## src/rtl/key_search_scheduler.sv

```systemverilog
// Round-robin key dispatcher feeding a bank of RC4 decrypt cores.
// Optional per-core watchdog: define KEY_SEARCH_WATCHDOG_EN.
module key_search_scheduler #(
  parameter int          NUM_CORES      = 4,
  parameter logic [23:0] KEY_LIMIT      = 24'h400000,
  parameter logic [19:0] TIMEOUT_CYCLES = 20'd65535
) (
  input  logic                    clk,
  input  logic                    reset,
  input  logic                    start,
  output logic [NUM_CORES-1:0]    core_start,
  output logic [24*NUM_CORES-1:0] core_key,
  input  logic [NUM_CORES-1:0]    core_done,
  input  logic [NUM_CORES-1:0]    core_found,
  output logic [NUM_CORES-1:0]    core_abort,
  output logic                    busy,
  output logic                    success,
  output logic                    total_failure,
  output logic [23:0]             found_key,
  output logic [9:0]              LEDR
);
  localparam int PTR_W = (NUM_CORES > 1) ? $clog2(NUM_CORES) : 1;

  typedef enum logic [2:0] {IDLE, DISPATCH, DRAIN, SUCCESS, FAILURE} state_t;

  state_t                  state_reg;
  logic [23:0]             next_key_reg;
  logic [PTR_W-1:0]        rr_ptr_reg;
  logic [NUM_CORES-1:0]    core_busy_reg;
  logic [NUM_CORES-1:0]    core_start_reg;
  logic [NUM_CORES-1:0]    core_abort_reg;
  logic [24*NUM_CORES-1:0] core_key_reg;
  logic                    success_reg;
  logic                    failure_reg;
  logic                    wd_event_reg;
  logic [23:0]             found_key_reg;
  logic [2:0]              status_reg;

  logic                 run;
  logic [NUM_CORES-1:0] done_valid;
  logic [NUM_CORES-1:0] found_vec;
  logic [NUM_CORES-1:0] timeout_vec;
  logic [NUM_CORES-1:0] retire_vec;
  logic                 found_any;
  logic [PTR_W-1:0]     win_idx;
  logic                 idle_hit;
  logic [PTR_W-1:0]     launch_idx;
  logic [PTR_W-1:0]     cand_idx;
  logic                 launch_go;

  always_comb begin
    run        = (state_reg == DISPATCH) || (state_reg == DRAIN);
    done_valid = run ? (core_done & core_busy_reg) : '0;
    found_vec  = done_valid & core_found;
    found_any  = |found_vec;
    // Scan downwards so the lowest finding index is the last one written.
    win_idx    = '0;
    for (int i = NUM_CORES - 1; i >= 0; i--) begin
      if (found_vec[i]) win_idx = PTR_W'(i);
    end
    idle_hit   = 1'b0;
    launch_idx = '0;
    cand_idx   = '0;
    for (int k = 0; k < NUM_CORES; k++) begin
      cand_idx = PTR_W'((int'(rr_ptr_reg) + k) % NUM_CORES);
      if (!idle_hit && !core_busy_reg[cand_idx]) begin
        idle_hit   = 1'b1;
        launch_idx = cand_idx;
      end
    end
    // A find in this cycle suppresses any launch.
    launch_go = (state_reg == DISPATCH) && !found_any &&
                (next_key_reg != KEY_LIMIT) && idle_hit;
  end

`ifdef KEY_SEARCH_WATCHDOG_EN
  for (genvar gi = 0; gi < NUM_CORES; gi++) begin : g_wd
    logic [19:0] cnt_reg;

    always_ff @(posedge clk or negedge reset) begin
      if (!reset) begin
        cnt_reg <= '0;
      end else if (launch_go && (launch_idx == PTR_W'(gi))) begin
        cnt_reg <= '0;
      end else if (run && core_busy_reg[gi]) begin
        cnt_reg <= cnt_reg + 20'd1;
      end
    end

    // A genuine done in the same cycle beats the timeout.
    assign timeout_vec[gi] = run && core_busy_reg[gi] && !done_valid[gi] &&
                             ((cnt_reg + 20'd1) == TIMEOUT_CYCLES);
  end
`else
  assign timeout_vec = '0;
  logic unused_timeout;
  assign unused_timeout = ^TIMEOUT_CYCLES;
`endif

  assign retire_vec = done_valid | timeout_vec;

  always_ff @(posedge clk or negedge reset) begin
    if (!reset) begin
      state_reg      <= IDLE;
      next_key_reg   <= '0;
      rr_ptr_reg     <= '0;
      core_busy_reg  <= '0;
      core_start_reg <= '0;
      core_abort_reg <= '0;
      core_key_reg   <= '0;
      success_reg    <= 1'b0;
      failure_reg    <= 1'b0;
      wd_event_reg   <= 1'b0;
      found_key_reg  <= '0;
      status_reg     <= '0;
    end else begin
      core_start_reg <= '0;
      core_abort_reg <= '0;
      case (state_reg)
        IDLE: begin
          if (start) begin
            state_reg     <= DISPATCH;
            next_key_reg  <= '0;
            core_busy_reg <= '0;
            success_reg   <= 1'b0;
            failure_reg   <= 1'b0;
            found_key_reg <= '0;
            status_reg    <= '0;
          end
        end
        DISPATCH, DRAIN: begin
          core_busy_reg  <= core_busy_reg & ~retire_vec;
          core_abort_reg <= timeout_vec;
          if (|timeout_vec) wd_event_reg <= 1'b1;
          if (found_any) begin
            state_reg      <= SUCCESS;
            success_reg    <= 1'b1;
            status_reg     <= 3'd3;
            found_key_reg  <= core_key_reg[24*int'(win_idx) +: 24];
            core_abort_reg <= core_busy_reg & ~done_valid;
            core_busy_reg  <= '0;
          end else if (state_reg == DISPATCH) begin
            if (launch_go) begin
              core_start_reg[launch_idx]               <= 1'b1;
              core_key_reg[24*int'(launch_idx) +: 24] <= next_key_reg;
              core_busy_reg[launch_idx]                <= 1'b1;
              next_key_reg <= next_key_reg + 24'd1;
              rr_ptr_reg   <= (int'(launch_idx) == NUM_CORES - 1) ? '0
                                                                  : launch_idx + PTR_W'(1);
              if ((next_key_reg + 24'd1) == KEY_LIMIT) state_reg <= DRAIN;
            end else if (next_key_reg == KEY_LIMIT) begin
              state_reg <= DRAIN;
            end
          end else if (~|(core_busy_reg & ~retire_vec)) begin
            state_reg   <= FAILURE;
            failure_reg <= 1'b1;
            status_reg  <= 3'd4;
          end
        end
        default: ;
      endcase
    end
  end

  assign core_start    = core_start_reg;
  assign core_key      = core_key_reg;
  assign core_abort    = core_abort_reg;
  assign busy          = run;
  assign success       = success_reg;
  assign total_failure = failure_reg;
  assign found_key     = found_key_reg;
  assign LEDR          = {wd_event_reg, 6'b0, status_reg};
endmodule

```

## config.mk

```make
export PLATFORM = sky130hd
export DESIGN_NAME = key_search_scheduler
export DESIGN_NICKNAME = d
export VERILOG_FILES = /design/src/rtl/key_search_scheduler.sv
export SDC_FILE = /design/constraint.sdc
export NUM_CORES = 1
export LEC_CHECK = 0
export BUFFER_PORTS_ARGS = -buffer_cell sky130_fd_sc_hd__buf_2
export CORE_MARGIN = 2
export CORE_UTILIZATION = 50
export CTS_BUF_LIST = sky130_fd_sc_hd__clkbuf_4 sky130_fd_sc_hd__clkbuf_8 sky130_fd_sc_hd__clkbuf_16
export CTS_CLUSTER_DIAMETER = 60
export DETAILED_ROUTE_END_ITERATION = 7
export PLACE_DENSITY = 0.79
export SLEW_MARGIN = 25
export SYNTH_ARGS = -nofsm -noshare
export SYNTH_HDL_FRONTEND = slang
export SYNTH_SLANG_ARGS = --single-unit
```

## constraint.sdc

```tcl
create_clock -name clk -period 3.1 [get_ports clk]
set_input_delay 0.155 -clock clk [delete_from_list [all_inputs] [get_ports clk]]
set_output_delay 0.155 -clock clk [all_outputs]
set_load 0.05 [all_outputs]
```

======== Word level (Yosys, flattened, before mapping) ========
Index checks and enable logic that the tools add are counted.
storage, ports and cells
  flip-flop bits (word level) ............. 166
  logic and storage cells ................. 140
cells by class
  multiplexer cells ....................... 62
  bitwise operators ....................... 6
  shifts and indexed selects .............. 3
  magnitude comparators ................... 6
  equal/unequal tests ..................... 18
  reduce and logical (&&, ||, !) cells .... 26
  multiply operators ...................... 2
  add/subtract/negate cells ............... 6
operators by type and width
  kind                        count
  $mux W24                    5
  $bwmux W96                  1
  $pmux W24 S2                2
  $shift A24 B33 Y96 const A  1
  $shiftx A24 B33 Y96         1
  $shiftx A96 B8 Y24          1
  $eq A24 B23 Y1 const B      2
  $mux W4                     11
  $neg A7 Y33                 1
  $mux W3                     10
  $add A24 B1 Y24 const B     1
  $ne A24 B23 Y1 const B      1
  $mux W2                     9
  $lt A2 B3 Y1 const B        5
  $reduce_and A5 Y1           3
  $mux W1                     14
  $ne A2 B2 Y1 const B        7
  $and A4 B4 Y4               3
  $pmux W3 S2                 2
  $ne A5 B5 Y1 const B        2
  $bmux W1 S2                 4
  $mul A2 B2 Y4 const A       2
  $pmux W4 S2                 1
  $reduce_and A4 Y1           2
  other kinds (22)            38

======== Logic depth before layout (Yosys ltp) ========
Gate-level depths: netlist (run 1).
  word-level depth ........................ 21
  depth in mapped cells ................... 12
  mapped depth without buffers ............ 10

======== Worst setup path before layout (run 1) ========
Ideal clock, no wire load.
  kind .................................... register -> register
  start point ............................. reg core_busy_reg[2]
  end point ............................... reg core_key_reg[11], in the netlist core_key[11]
  slack ................................... 0.288 ns
  buffers on the path ..................... 2
  cell stages (with the launch flop) ...... 10
  required time ........................... 3.017 ns
  library setup time ...................... 0.083 ns
  clock period less this slack ............ 2.812 ns
  arrival ................................. 2.729 ns
  path through ............................ dfrtp_1 -> inv_1 -> a211o_1 -> a21boi_1 -> clkbuf_1 -> ha_1 -> nor3b_1 -> clkbuf_1 -> nand4_1 -> o21ai_0
on the way
  longest elaborated chain between the ends .. 15
  elaborated cells between the ends (all ways) .. 39
RTL lines
  item                                                       line  RTL
  from (decl)                                                29    logic [NUM_CORES-1:0] core_busy_reg;
  from (signal assigned)                                     132   core_busy_reg <= core_busy_reg & ~retire_vec;
  $bmux W1 S2                                                66    if (!idle_hit && !core_busy_reg[cand_idx]) begin
  $mux W1 (implied by the code)                              66
  $logic_not A1 Y1                                           66
  $logic_and A1 B1 Y1                                        66
  $mux W1                                                    66
  $logic_not A1 Y1                                           66
  $logic_and A1 B1 Y1                                        66
  $mux W1                                                    66
  $logic_not A1 Y1                                           66
  $logic_and A1 B1 Y1                                        66
  $mux W2                                                    66
  $mul A2 B2 Y4                                              145   core_key_reg[24*int'(launch_idx) +: 24] <= next_key_reg;
  $neg A7 Y33                                                145
  $shiftx A24 B33 Y96 or $shift A24 B33 Y96 (tied branches)  145
  $bwmux W96                                                 145
  to (signal, indexed assignment)                            145
  to (decl)                                                  32    logic [24*NUM_CORES-1:0] core_key_reg;
Parallel ways exist; a longest one is shown, timed or not. The select of a mux whose other input is x is not followed.
A chain may end at the register's enable or synchronous reset.

======== Worst setup path in the final report (run 1) ========
  start point ............................. reg core_busy_reg[3]
  end point ............................... reg core_key_reg[6], in the netlist core_key[6]
The elaborated chain is that of the path after synthesis.

==> results of run 1 <==
## critical path: cells and delay by family, from the launching register on
family | cells | cell delay (ns)
buffers and inverters | 5 | 1.08
flip-flops | 1 | 0.47
AO/OA/AOI/OAI | 3 | 0.58
AND/OR/NAND/NOR | 2 | 0.44
adder cells (fa/ha/maj) | 1 | 0.18
## synth_stat cells (all sizes together), types with 2 or more instances
cell type,number
a2111o,2
a211o,2
a211oi,3
a21bo,8
a21boi,4
a21o,2
a21oi,8
a22o,24
a31o,2
a31oi,6
and2,7
and3,8
and4,6
and4b,28
buf,32
clkbuf,54
dfrtp,165
ha,8
inv,42
mux2,58
mux2i,2
mux4,24
nand2,48
nand2b,7
nand3,22
nand4,46
nor2,27
nor2b,2
nor3,9
nor3b,3
nor4,12
nor4b,17
o21a,4
o21ai,71
o221ai,2
o22ai,3
o31ai,5
o41ai,8
or2,9
or3,4
or4,6
xnor2,8
xor2,2
## path summary, 6_finish.rpt
check                                                  start                  endpoint  cells past startpoint
worst max-delay path            core_busy_reg[3]$_DFFE_PN0P_   core_key[6]$_DFFE_PN0P_                     11
worst min-delay path                            core_done[0]   core_abort[0]$_DFF_PN0_                      3
worst max register to register  core_busy_reg[3]$_DFFE_PN0P_   core_key[6]$_DFFE_PN0P_                     11
worst min register to register           success$_DFFE_PN0P_       success$_DFFE_PN0P_                      2
max in group asynchronous                              reset  core_key[46]$_DFFE_PN0P_                      3
min in group asynchronous                              reset  core_key[59]$_DFFE_PN0P_                      2
## cell families (layout without fill, tap and decap cells)
kind of cell	Yosys count	after routing	share of synthesized area, %
other cells	1	7	0.0423
compound gates	160	160	12.1
mux	84	84	14.1
simple gates	263	263	18.5
fa+ha+maj	8	8	1.13
buf+inv	128	271	6.53
flops	165	165	46.6
xor+xnor	10	10	0.988
## stage by stage
step / hold WS, ns / worst slack, ns / total power, uW
after floorplan: -0.141 / 0.288 / 5970
after CTS: 0.0120 / 0.282 / 9520
after global placement: 0.302 / 0.318 / 7250
after detailed placement: 0.304 / 0.298 / 7360
final: 0.0298 / 0.270 / 9560
after global routing: 0.0320 / 0.109 / 9970
## layout make-up
class / count / area share (%)
inverters: 42 / 1.50
flip-flops and latches: 165 / 39.3
multi-input cells: 532 / 39.9
clock buffers: 20 / 4.44
clock inverters: 12 / 1.32
well taps: 225 / 2.68
repair buffers: 197 / 10.9
## metal layers
metal | wire, um | share of wire [%]
met1 | 10900 | 42
met5 | 0 | 0
met4 | 669 | 2.6
met3 | 2100 | 8.0
met2 | 12400 | 48
## report_power, final
group	internal, uW	switching (uW)
clock network	1200	972
registers	2540	400
logic	1220	3230
total	4960	4600
==> impl_metrics.json, run 1 <==
{
  "io_buffers": 144,
  "antenna_found_initial": 0,
  "vias": 7507,
  "postRouteAntennaNets": 0,
  "die_area_um2": 18800,
  "synth_cell_types": 66,
  "critPathRequiredTime_ns": 3.46,
  "drt_iter0_markers": 788,
  "synthesis.area_um2": 8860,
  "fin_worst_skew_ns": 0.0133,
  "rsz0062_at_grt": "no",
  "maxSlewViolCount": 0,
  "dieWidth_um": 137,
  "setup_viol": 0,
  "syn_area_per_cell_um2": 10.8,
  "critical-path-max-stage-delay_ns": 0.47,
  "setup.worst_path.class": "register to register",
  "max_cap_violations": 0,
  "track_usage_pct": 28.6,
  "antenna_cells": 0,
  "routedWlPerCell_um": 21.9,
  "drive_gt1_share_pct": 34.8,
  "grt_overflow_total": 0,
  "ctsHtreeMaxLevel": 4,
  "multi_input_area_um2": 4200,
  "synth_warnings": 0,
  "leakage_uw": 0.00524,
  "cpMostUsedCell": "buf_4",
  "yosys.area.top_type": "dfrtp_1",
  "clk_pin_slew_ns": 0.07,
  "fin_util_pct": 60.8,
  "hold_viol_final": 0,
  "fillerInstances": 1429,
  "dieHeight_um": 137,
  "synth-edff-count": 0,
  "grt.busiest_layer": "met2",
  "fin_crit_ns": 2.83,
  "met3_usage_pct": 5.22,
  "synth_top_area_share_pct": 46.6,
  "place_congestion": 0.941,
  "grtUsageMet2_pct": 45.9,
  "final_nets": 974,
  "hold_buffers": 3,
  "layout_common_cells": "165 x dfrtp_1, 143 x buf_2, 70 x o21ai_0",
  "finalNonFillerCells": 1193,
  "place_area_um2": 9880,
  "cts_resized": 0,
  "register_area_um2": 4130,
  "grt_pass1_wl_um": 40700,
  "hp-class": "input pin to register",
  "cts_sinks": 165,
  "drc_errors": 0,
  "period_share_pct": 91.3,
  "cts_tree": "built",
  "r2r_slack_ns": 0.27,
  "final_common_cell": "dfrtp_1",
  "tightest_slew_ns": 0.896,
  "first_pass_iters": 5,
  "path_cells": "inv_1 -> o221ai_1 -> a21boi_4 -> inv_1 -> buf_4 -> ha_1 -> buf_4 -> nor3b_2 -> buf_4 -> nand4_1 -> o21ai_0",
  "row_count": 48,
  "critPathArrivalTime_ns": 3.19,
  "numCtsBuffers": 17,
  "yosysSeqAreaShare_pct": 46.6,
  "largest_register_ff_count": 96,
  "initial_core_util_pct": 51.3,
  "root_buffer": "clkbuf_16",
  "cts_buffer_depth": 2,
  "post_cts_buffers": 0,
  "max_freq_mhz": 353,
  "cp-start-kind": "register",
  "met1_usage_pct": 38.8,
  "dp_cells": 1158,
  "yosys-top-cells-area": "dfrtp_1 47%, mux2_2 6.1%, mux4_2 6.1%",
  "synth_ff_type": "dfrtp_1",
  "ys_seq_elements": 165,
  "endpoint_kind": "register",
  "grt_pass1_vias": 7205,
  "core_area_um2": 17300,
  "slew_headroom_pct": 39.8,
  "async_reset_ff_share_pct": 100,
  "clock_latency_ns": 0.45,
  "viasPerCell": 6.29,
  "ir_drop_mv": 0.732,
  "syn_inst": 819,
  "areaGrowthSynthToFinish_pct": 18.6,
  "hpwlAfterDp_um": 17000,
  "totalWireLength_um": 26100,
  "cpMaxStageDelayCell": "dfrtp_1",
  "cp_max_fo": 50,
  "grt_max_degree": 94,
  "io-pin-count": 152,
  "fin_area_um2": 10500,
  "fin_tns_setup_ns": 0,
  "status": "finished, final reports clean",
  "power_density_nw_per_um2": 909
}
(Power assumes the default switching activity.)
==> run 2: changes to the inputs <==
--- a/config.mk
+++ b/config.mk
@@ -11,6 +11,7 @@
 export CTS_BUF_LIST = sky130_fd_sc_hd__clkbuf_4 sky130_fd_sc_hd__clkbuf_8 sky130_fd_sc_hd__clkbuf_16
 export CTS_CLUSTER_DIAMETER = 60
 export DETAILED_ROUTE_END_ITERATION = 7
+export HOLD_SLACK_MARGIN = 0.1
 export PLACE_DENSITY = 0.79
 export SLEW_MARGIN = 25
 export SYNTH_ARGS = -nofsm -noshare
==> run 2 against run 1 <==
  * First-iteration DRC count fell by 8.4%
  * Via count up 0.51%
  * Worst setup slack lost 0.0066 ns
  * Critical path depth stayed put
  * Count of clock-buffer cells in the layout is the same
  * Register-to-register slack about the same
==> impl_metrics.json, run 2 (synthesis results as in run 1) <==
{
  "viasPerCell": 6.31,
  "status": "finished, final reports clean",
  "ctsHtreeMaxLevel": 4,
  "fin_tns_setup_ns": 0,
  "cts_buffer_depth": 2,
  "setup.worst_path.class": "register to register",
  "grt_pass1_wl_um": 40800,
  "row_count": 48,
  "io_buffers": 144,
  "critical-path-max-stage-delay_ns": 0.47,
  "io-pin-count": 152,
  "slew_headroom_pct": 40.2,
  "fin_crit_ns": 2.84,
  "power_uw": 9580,
  "endpoint_kind": "register",
  "hp-class": "input pin to register",
  "cpMaxStageDelayCell": "dfrtp_1",
  "critical_path_buf_inv_count": 5,
  "postRouteAntennaNets": 0,
  "drt_iter0_markers": 722,
  "cts_sinks": 165,
  "cpMostUsedCell": "buf_4",
  "cp-start-kind": "register",
  "dp_slack_ns": 0.298,
  "final_common_cell": "dfrtp_1",
  "hpwlAfterDp_um": 17000,
  "initial_core_util_pct": 51.3,
  "numCtsBuffers": 17,
  "rsz0062_at_grt": "no",
  "cts_tree": "built",
  "vias": 7545,
  "drive_gt1_share_pct": 34.7,
  "fillerInstances": 1423,
  "period_share_pct": 91.5,
  "fin_worst_skew_ns": 0.0137,
  "power_density_nw_per_um2": 909,
  "final_nets": 976,
  "setup_ws_ns": 0.264,
  "max_cap_violations": 0,
  "dieHeight_um": 137,
  "ir_drop_mv": 0.730,
  "clk_pin_slew_ns": 0.07,
  "root_buffer": "clkbuf_16",
  "first_pass_iters": 6,
  "max_freq_mhz": 353,
  "layout_common_cells": "165 x dfrtp_1, 143 x buf_2, 70 x o21ai_0",
  "maxSlewViolCount": 0,
  "core_area_um2": 17300,
  "largest_register_ff_count": 96,
  "die_area_um2": 18800,
  "fin_area_um2": 10500,
  "r2r_slack_ns": 0.26,
  "areaGrowthSynthToFinish_pct": 18.9,
  "routedWlPerCell_um": 21.9,
  "setup_viol": 0,
  "place_area_um2": 9880,
  "path_cells": "inv_1 -> o221ai_1 -> a21boi_4 -> inv_1 -> buf_4 -> ha_1 -> buf_4 -> nor3b_2 -> buf_4 -> nand4_1 -> o21ai_0",
  "critPathRequiredTime_ns": 3.46,
  "path_delay_family": "buffers and inverters",
  "fin_util_pct": 60.9,
  "clock_latency_ns": 0.44,
  "antenna_cells": 0,
  "antenna_found_initial": 0,
  "grt_overflow_total": 0,
  "grt_max_degree": 94,
  "tightest_slew_ns": 0.890,
  "place_congestion": 0.941,
  "drc_errors": 0,
  "dieWidth_um": 137,
  "grt_pass1_vias": 7235,
  "cp_max_fo": 50,
  "critPathArrivalTime_ns": 3.20,
  "leakage_uw": 0.00525,
  "track_usage_pct": 28.7,
  "hold_viol_final": 0,
  "totalWireLength_um": 26200
}
[run 2: changes by cell type in the layout (fill, tap and decap cells not counted), sizes merged]
cell | before | now
dlygate4sd3 | 3 | 5
[run 2: worst reg2reg max path: cells and delay by family (launching register included)]
| family | cells | cell delay (ns) |
|---|---|---|
| buffers and inverters | 5 | 1.08 |
| adder cells (fa/ha/maj) | 1 | 0.18 |
| AO/OA/AOI/OAI | 3 | 0.57 |
| AND/OR/NAND/NOR | 2 | 0.47 |
| flip-flops | 1 | 0.47 |
[run 2: path summary, 6_finish.rpt]
check,start,to,depth (start not counted)
max,core_busy_reg[3]$_DFFE_PN0P_,core_key[6]$_DFFE_PN0P_,11
min in group asynchronous,reset,core_key[59]$_DFFE_PN0P_,2
max reg2reg,core_busy_reg[3]$_DFFE_PN0P_,core_key[6]$_DFFE_PN0P_,11
min,start,total_failure$_DFFE_PN0P_,3
max in group asynchronous,reset,core_key[65]$_DFFE_PN0P_,3
min reg2reg,success$_DFFE_PN0P_,success$_DFFE_PN0P_,2
[run 2: where the power goes]
group          switching (uW)  total, uW  leakage [uW]  internal, uW
clock                     975       2180      0.000298          1200
sequential                404       2940       0.00223          2540
combinational            3240       4450       0.00272          1220
total                    4620       9580       0.00525          4960
[run 2: cell type report]
class	count	area (um^2)	share of cell area (%)
inverters	42	158	1.50
clock inverters	12	139	1.32
multi-input cells	532	4200	39.8
flip-flops and latches	165	4130	39.2
repair buffers	199	1160	11.1
clock buffers	20	467	4.43
well taps	225	282	2.67
[run 2: stage by stage]
stage	instances	hold slack [ns]
after floorplan	825	-0.141
after global placement	1158	0.302
after detailed placement	1158	0.304
after CTS	1195	0.101
after global routing	1195	0.122
final	1195	0.125
[run 2: metal layers]
layer / vias to the layer above / wire length (um) / GRT usage, %
met1: 3785 / 11200 / 38.9
met4: 0 / 668 / 10.7
met3: 60 / 1950 / 5.26
met2: 381 / 12400 / 46.0
li1: 3319 / - / -
met5: - / 0 / 0
[run 2: timing repair]
| item | in CTS | in global routing |
|---|---|---|
| gates resized for setup | 0 | 0 |
| buffers inserted | 0 | 0 |
| hold buffers | 5 | 0 |
| endpoints found under the hold margin | 98 | 0 |
